==> src/rtl/sccpu_dbg_pkg.sv <==
// -----------------------------------------------------------------------------
// sccpu_dbg_pkg
//   Shared definitions for the SCPU debug/dump logic: dump controller state
//   encoding, breakpoint/timeout cause codes, debug register-select width and
//   the stream word width.
//   No ports (package).
// -----------------------------------------------------------------------------
package sccpu_dbg_pkg;

    localparam int REG_SEL_W = 5;   // sccomp debug reg_sel width
    localparam int DATA_W    = 32;  // stream / register word width
    localparam int IDX_W     = 6;   // scan index, holds 0..32 inclusive

    typedef enum logic [2:0] {
        ST_IDLE = 3'd0,
        ST_RUN  = 3'd1,
        ST_HDR  = 3'd2,
        ST_SCAN = 3'd3,
        ST_DONE = 3'd4
    } dump_state_t;

    typedef enum logic [1:0] {
        CAUSE_NONE = 2'b00,
        CAUSE_BP   = 2'b01,
        CAUSE_TMO  = 2'b10,
        CAUSE_BOTH = 2'b11
    } dump_cause_t;

    // Breakpoint owns bit 0 and timeout bit 1, so a coincident hit reads 11.
    function automatic dump_cause_t cause_of(input logic bp_hit, input logic tmo_hit);
        return dump_cause_t'({tmo_hit, bp_hit});
    endfunction

endpackage

==> src/rtl/rf_dump_ctrl_if.sv <==
// -----------------------------------------------------------------------------
// rf_dump_ctrl_if
//   Valid/ready word stream carrying the register dump to a sink (UART TX,
//   trace FIFO, ...).
//   Signals: dout_valid (source->sink), dout_data[31:0] (source->sink),
//            dout_ready (sink->source).
//   Modports: master = stream source, slave = stream sink.
// -----------------------------------------------------------------------------
interface rf_dump_ctrl_if;
    import sccpu_dbg_pkg::*;

    logic              dout_valid;
    logic [DATA_W-1:0] dout_data;
    logic              dout_ready;

    modport master (output dout_valid, output dout_data, input dout_ready);
    modport slave  (input dout_valid, input dout_data, output dout_ready);

endinterface

==> src/rtl/rfdump_obuf.sv <==
// -----------------------------------------------------------------------------
// rfdump_obuf
//   One-entry valid/ready output register, usable by any trace source.
//   A pending word is captured whenever the register is empty or its current
//   word is being taken this cycle; a stalled word holds data and valid.
//   Ports:
//     clk, rstn   clock, asynchronous active-low reset
//     word_valid  a word is pending at the source
//     word_data   the pending word
//     word_taken  the pending word is captured on this clock edge
//     dout        stream source (master modport)
// -----------------------------------------------------------------------------
module rfdump_obuf
    import sccpu_dbg_pkg::*;
(
    input  logic              clk,
    input  logic              rstn,
    input  logic              word_valid,
    input  logic [DATA_W-1:0] word_data,
    output logic              word_taken,
    rf_dump_ctrl_if.master    dout
);

    assign word_taken = word_valid && (!dout.dout_valid || dout.dout_ready);

    // NOTE: state is updated with non-blocking assignments so every flop
    // samples pre-edge values, independent of process evaluation order.
    always_ff @(posedge clk or negedge rstn) begin
        if (!rstn) begin
            dout.dout_valid <= 1'b0;
            dout.dout_data  <= '0;
        end else if (word_taken) begin
            dout.dout_valid <= 1'b1;
            dout.dout_data  <= word_data;
        end else if (dout.dout_ready) begin
            dout.dout_valid <= 1'b0;
        end
    end

endmodule

==> src/rtl/rf_dump_ctrl.sv <==
// -----------------------------------------------------------------------------
// rf_dump_ctrl
//   Watches the SCPU PC for a breakpoint or a RUN-cycle timeout, freezes the
//   CPU, scans rf[0..NREG-1] through the sccomp reg_sel/reg_data debug port
//   and streams the words out on a valid/ready interface.
//   Optional feature: define RFDUMP_HDR_EN to prefix the stream with the PC
//   and instruction captured at the trigger (NREG+2 words instead of NREG).
//   Ports:
//     clk, rstn    clock, asynchronous active-low reset
//     start        arm / re-arm pulse, honoured in IDLE and DONE only
//     bp_en        breakpoint compare enable
//     bp_addr      breakpoint PC
//     pc, instr    current SCPU PC and instruction
//     cpu_halt     clock-enable kill for SCPU PC/RF/DM writes
//     reg_sel      debug register select into sccomp
//     reg_data     sccomp debug read data (combinational from reg_sel)
//     dump_done    high in DONE
//     dump_cause   01 breakpoint, 10 timeout, 11 both, 00 none
//     dout         dump word stream (master modport)
// -----------------------------------------------------------------------------
module rf_dump_ctrl
    import sccpu_dbg_pkg::*;
#(
    parameter int MAX_CYCLES = 1000,  // 0 disables the timeout
    parameter int CNT_W      = 16,
    parameter int NREG       = 32     // at most 32
) (
    input  logic                 clk,
    input  logic                 rstn,
    input  logic                 start,
    input  logic                 bp_en,
    input  logic [31:0]          bp_addr,
    input  logic [31:0]          pc,
    input  logic [31:0]          instr,
    output logic                 cpu_halt,
    output logic [REG_SEL_W-1:0] reg_sel,
    input  logic [DATA_W-1:0]    reg_data,
    output logic                 dump_done,
    output logic [1:0]           dump_cause,
    rf_dump_ctrl_if.master       dout
);

    localparam logic [CNT_W-1:0] CNT_MAX  = CNT_W'(MAX_CYCLES);
    localparam logic [CNT_W-1:0] CNT_TRIG = CNT_W'(MAX_CYCLES - 1);
    localparam logic [IDX_W-1:0] IDX_END  = IDX_W'(NREG);
`ifdef RFDUMP_HDR_EN
    localparam dump_state_t DUMP_ENTRY = ST_HDR;
`else
    localparam dump_state_t DUMP_ENTRY = ST_SCAN;
`endif

    dump_state_t       state;
    logic [CNT_W-1:0]  cnt;
    logic [IDX_W-1:0]  idx;
    dump_cause_t       cause;
    logic              bp_hit;
    logic              tmo_hit;
    logic              trig;
    logic              word_valid;
    logic              word_taken;
    logic [DATA_W-1:0] word_data;

`ifdef RFDUMP_HDR_EN
    logic [31:0] pc_lat;
    logic [31:0] instr_lat;
    logic        hdr_idx;      // 0 = PC word next, 1 = instruction word next
`else
    logic        unused_instr;
    assign unused_instr = ^instr;
`endif

    assign bp_hit  = bp_en && (pc == bp_addr);
    assign tmo_hit = (MAX_CYCLES != 0) && (cnt == CNT_TRIG);
    assign trig    = (state == ST_RUN) && (bp_hit || tmo_hit);

    // The trigger halts combinationally so the matched instruction never
    // commits; afterwards the halt is held by every dump state.
    assign cpu_halt   = trig || ((state != ST_IDLE) && (state != ST_RUN));
    assign dump_done  = (state == ST_DONE);
    assign dump_cause = cause;
    assign reg_sel    = (state == ST_SCAN && idx != IDX_END) ? idx[REG_SEL_W-1:0] : '0;

    // Word pending at the source side of the output register.
    // NOTE: every output gets a default first so no path through the case
    // leaves it unassigned and infers a latch.
    always_comb begin
        word_valid = 1'b0;
        word_data  = '0;
        case (state)
`ifdef RFDUMP_HDR_EN
            ST_HDR: begin
                word_valid = 1'b1;
                word_data  = hdr_idx ? instr_lat : pc_lat;
            end
`endif
            ST_SCAN: begin
                word_valid = (idx != IDX_END);
                // r0 is hard-wired zero in the CPU; report it as such.
                word_data  = (idx == '0) ? '0 : reg_data;
            end
            default: ;
        endcase
    end

    rfdump_obuf u_obuf (
        .clk        (clk),
        .rstn       (rstn),
        .word_valid (word_valid),
        .word_data  (word_data),
        .word_taken (word_taken),
        .dout       (dout)
    );

    always_ff @(posedge clk or negedge rstn) begin
        if (!rstn) begin
            state <= ST_IDLE;
            cnt   <= '0;
            idx   <= '0;
            cause <= CAUSE_NONE;
`ifdef RFDUMP_HDR_EN
            pc_lat    <= '0;
            instr_lat <= '0;
            hdr_idx   <= 1'b0;
`endif
        end else begin
            case (state)
                ST_IDLE, ST_DONE: begin
                    if (start) begin
                        state <= ST_RUN;
                        cnt   <= '0;
                        idx   <= '0;
                        cause <= CAUSE_NONE;
                    end
                end
                ST_RUN: begin
                    if (cnt != CNT_MAX) cnt <= cnt + 1'b1;
                    if (trig) begin
                        state <= DUMP_ENTRY;
                        cause <= cause_of(bp_hit, tmo_hit);
`ifdef RFDUMP_HDR_EN
                        pc_lat    <= pc;
                        instr_lat <= instr;
                        hdr_idx   <= 1'b0;
`endif
                    end
                end
`ifdef RFDUMP_HDR_EN
                ST_HDR: begin
                    if (word_taken) begin
                        hdr_idx <= ~hdr_idx;
                        if (hdr_idx) state <= ST_SCAN;
                    end
                end
`endif
                ST_SCAN: begin
                    if (word_taken) idx <= idx + 1'b1;
                    // All registers loaded and the last word leaves this edge.
                    if (!word_valid && (!dout.dout_valid || dout.dout_ready))
                        state <= ST_DONE;
                end
                default: state <= ST_IDLE;
            endcase
        end
    end

endmodule

==> src/flat_wrapper.sv <==
// flat-port wrapper written by rule: the top's interface ports become plain ports
module rf_dump_ctrl_flat import sccpu_dbg_pkg::*;
#(
    parameter int MAX_CYCLES = 1000,                           
    parameter int CNT_W      = 16,
    parameter int NREG       = 32                  
)
  (clk, rstn, start, bp_en, bp_addr, pc, instr, cpu_halt, reg_sel, reg_data, dump_done, dump_cause, dout_dout_valid, dout_dout_data, dout_dout_ready);
  rf_dump_ctrl_if dout_i ();
  input  logic clk;
  input  logic rstn;
  input  logic start;
  input  logic bp_en;
  input  logic [31:0] bp_addr;
  input  logic [31:0] pc;
  input  logic [31:0] instr;
  output logic cpu_halt;
  output logic [REG_SEL_W-1:0] reg_sel;
  input  logic [DATA_W-1:0] reg_data;
  output logic dump_done;
  output logic [1:0] dump_cause;
  output wire logic [$bits(dout_i.dout_valid)-1:0] dout_dout_valid;
  output wire logic [$bits(dout_i.dout_data)-1:0] dout_dout_data;
  input wire logic [$bits(dout_i.dout_ready)-1:0] dout_dout_ready;
  assign dout_dout_valid = dout_i.dout_valid;
  assign dout_dout_data = dout_i.dout_data;
  assign dout_i.dout_ready = dout_dout_ready;
  rf_dump_ctrl #(.MAX_CYCLES(MAX_CYCLES), .CNT_W(CNT_W), .NREG(NREG)) u_core (.clk(clk), .rstn(rstn), .start(start), .bp_en(bp_en), .bp_addr(bp_addr), .pc(pc), .instr(instr), .cpu_halt(cpu_halt), .reg_sel(reg_sel), .reg_data(reg_data), .dump_done(dump_done), .dump_cause(dump_cause), .dout(dout_i));
endmodule
==> config.mk <==
export PLATFORM = sky130hd
export DESIGN_NAME = rf_dump_ctrl_flat
export DESIGN_NICKNAME = d
export VERILOG_FILES = /design/src/rtl/sccpu_dbg_pkg.sv /design/src/rtl/rf_dump_ctrl_if.sv /design/src/rtl/rfdump_obuf.sv /design/src/rtl/rf_dump_ctrl.sv /design/src/flat_wrapper.sv
export SDC_FILE = /design/constraint.sdc
export NUM_CORES = 1
export LEC_CHECK = 0
export CAP_MARGIN = 5
export CORE_MARGIN = 5
export CORE_UTILIZATION = 39
export CTS_CLUSTER_DIAMETER = 60
export CTS_CLUSTER_SIZE = 12
export DETAILED_ROUTE_END_ITERATION = 6
export HOLD_SLACK_MARGIN = 0.08
export PLACE_DENSITY = 0.81
export SLEW_MARGIN = 20
export SYNTH_ARGS = -nofsm -noshare
export SYNTH_HDL_FRONTEND = slang
export SYNTH_SLANG_ARGS = --single-unit
==> constraint.sdc <==
create_clock -name clk -period 2.1 [get_ports clk]
set_input_delay 0.42 -clock clk [delete_from_list [all_inputs] [get_ports clk]]
set_output_delay 0.42 -clock clk [all_outputs]
set_load 0.02 [all_outputs]
==> reports/summary.txt <==
Top cells by area, synth: dfrtp_1 (47%), nand2_1 (10%), o21ai_0 (6.9%), xnor2_1 (5.8%), xor2_1 (4.9%)
Slew Limit Fails: 0
CP Launch Type: flop
CTS sink cnt: 60
H-tree Lvls: 3
Most frequent cells in the layout: clkdlybuf4s50_1 (128), nand2_1 (86), dfrtp_1 (60)
Crit share post-route: 1.124
Top Ports: 175
Final instance area: 5344 um^2
GRT overflow: 0
Global Route Usage Sum: 0.1848
Ys async rst share: 1.000
CP required: 1.68 ns
Total core area: 8093 um^2
Placed wire-length estimate: 6958 um
CTS tree: built
Netlist cell types: 43
Antenna Cells: 0
Longest Clk Path Bufs: 2
Worst-Margin Slew: 0.3368 ns
Power Total: 4.064 mW
Min Clock Period, post-route: 2.361 ns
Root buf cell: clkbuf_8
Largest net degree at the start of global routing: 71
Die height: 100.5 um
Syn Area/Cell: 8.779 um^2
P_leak: 2.366 nW
Num rows: 33
Die ar.: 10100 um^2
Cells after Synth: 364
Worst min-delay path class: in -> async
Commonest register cell after synthesis: dfrtp_1
#FFs+latches synth: 60
Register area share after synthesis: 0.4699
Status: complete, but fails checks
GPL Wtd Cong: 0.8267
YS warnings: 0
RSZ-0062 raised after global routing: yes
Syn-to-layout area delta: 67.23%
Setup WS post-layout: -0.2607 ns
Synthesized area: 3196 um^2
Maximum vdd drop: 361.7 uV
Synth top area share: 0.4699
EDFF count, synth: 0
Final Hold Vio Count: 0
Routed len/inst: 14.10 um
Routed vias/inst: 4.935
Final net count: 686
Post-route ant nets: 0
Post-CTS Hold Fix Bufs: 0
First-pass GRT wire length: 15090 um
# fillers: 647
DRC: 0
Setup-failing EPs final: 6
Achievable frequency: 423.6 MHz
Post-Syn Nets: 501
Max-Cap Viols: 0
Routed wire length: 9277 um
Clk slew on worst S/H paths: 0.07 ns
Post-DP Area: 4989 um^2
Synth area leader: dfrtp_1
Failing checks: negative setup slack
Port Buf Inserts: 142
Cell area power density: 760.6 nW/um^2
CP Capture Type: primary output
Clock skew: 0.009975 ns
Clock Latency Late Sink: 0.33 ns
WS Path Type: reg -> out
Initial antenna violation count: 0
Worst EP arrival: 1.94 ns
Rel. slew slack: 0.7754
Layout cell share with drive strength beyond 1: 0.1555
Fin Hold WS: 0.06269 ns
Initial drt markers: 155
Crit path max fanout: 2
Num CTS Buffers: 9
Most common cell after layout, fill and taps aside: clkdlybuf4s50_1
DR pass1 iterations: 4
Via count: 3247
Initial Utilization: 0.3949
Vias in the first global route: 3322
Die width: 100.5 um
worst max-delay path, stage by stage, from the launching register on:
cell and delay (ns):
dfrtp_1 0.39, or4_4 0.57, nor4_4 0.31, a211oi_2 0.11, o21ai_1 0.08, buf_4 0.16
through the flow:
step | instances | worst slack, ns | util | setup TNS, ns
6_report | 658 | -0.2607 | 0.6603 | -0.7452
5_1_grt | 658 | -0.3521 | 0.6603 | -1.192
4_1_cts | 654 | -0.2450 | 0.6487 | -0.3738
3_5_place_dp | 635 | -0.8825 | 0.6164 | -1.235
3_3_place_gp | 635 | -0.8442 | 0.6164 | -1.106
2_1_floorplan | 364 | 0.09302 | - | 0
timing repair:
action / 4_1_cts / 5_1_grt
buffers inserted: 6 / 4
setup endpoints to repair: 9 / 9
pin swaps: 8 / 13
gates cloned: 0 / 0
gates resized for setup: 29 / 17
synth_stat cells, types with 2 or more instances:
| cell | count |
|---|---|
| nand2_1 | 86 |
| dfrtp_1 | 60 |
| o21ai_0 | 44 |
| nor2_1 | 23 |
| xnor2_1 | 21 |
| xor2_1 | 18 |
| inv_1 | 16 |
| clkbuf_1 | 10 |
| nand3_1 | 10 |
| nand2b_1 | 9 |
| nand4_1 | 9 |
| nor4_1 | 8 |
| ha_1 | 4 |
| nand3b_1 | 4 |
| and2_1 | 3 |
| buf_2 | 3 |
| nor2b_1 | 3 |
| or4_1 | 3 |
| a211oi_1 | 2 |
| a21oi_1 | 2 |
| o22ai_1 | 2 |
| o31ai_1 | 2 |
| or4_4 | 2 |
cells by family (layout without fill, tap and decap cells):
group                    after synthesis  in the layout  share of synthesized area
AO/OA/AOI/OAI                         63             63                     0.1171
XOR/XNOR                              39             39                     0.1069
adder cells (fa/ha/maj)                4              4                    0.01566
buffers and inverters                 30            219                    0.03955
flip-flops                            60             60                     0.4699
AND/OR/NAND/NOR                      168            168                     0.2510
state kept, by name (all words and copies together), names as in the netlist:
| signal | count |
|---|---|
| u_core.u_obuf.dout.dout_data | 32 |
| u_core.cnt | 16 |
| u_core.idx | 6 |
| u_core.state | 3 |
| u_core.dump_cause | 2 |
| u_core.u_obuf.dout.dout_valid | 1 |
where the power goes:
part / internal (mW) / leakage [nW] / total, mW / switching [mW]
Clock: 0.572 / 0.0914 / 1.02 / 0.445
Sequential: 1.34 / 0.785 / 1.46 / 0.120
Combinational: 0.794 / 1.49 / 1.59 / 0.796
Total: 2.70 / 2.37 / 4.06 / 1.36
worst paths after layout:
path	startpoint	to	slack, ns	cells after the start
worst max register to register	u_core.cnt[15]	u_core.dump_cause[1]	-0.18	7
min in group clk	u_core.u_obuf.dout.dout_data[5]	u_core.u_obuf.dout.dout_data[5]	0.48	2
worst min-delay path	rstn	u_core.u_obuf.dout.dout_data[5]	0.06	2
worst min register to register	u_core.u_obuf.dout.dout_data[5]	u_core.u_obuf.dout.dout_data[5]	0.48	2
max in group asynchronous	rstn	u_core.cnt[3]	1.74	2
worst max-delay path	u_core.cnt[15]	cpu_halt	-0.26	5
per-layer routing:
layer | GRT usage | up-vias | part of all wire
li1 | - | 1596 | -
met1 | 0.2121 | 1558 | 0.39
met2 | 0.3374 | 82 | 0.55
met3 | 0.04567 | 11 | 0.052
met4 | 0.05596 | 0 | 0.014
met5 | 0 | - | 0
area by class of cell:
class                      instances  area, um^2  share of cell area
timing repair buffer             188        1800              0.3369
clock buffer                      11       141.4             0.02646
tap                              105       131.4             0.02458
sequential                        60        1501              0.2810
clock inverter                     4       50.05            0.009365
inverter                          16       60.06             0.01124
multi-input combinational        274        1659              0.3105
Note: power is estimated with default switching activity, not from simulation.
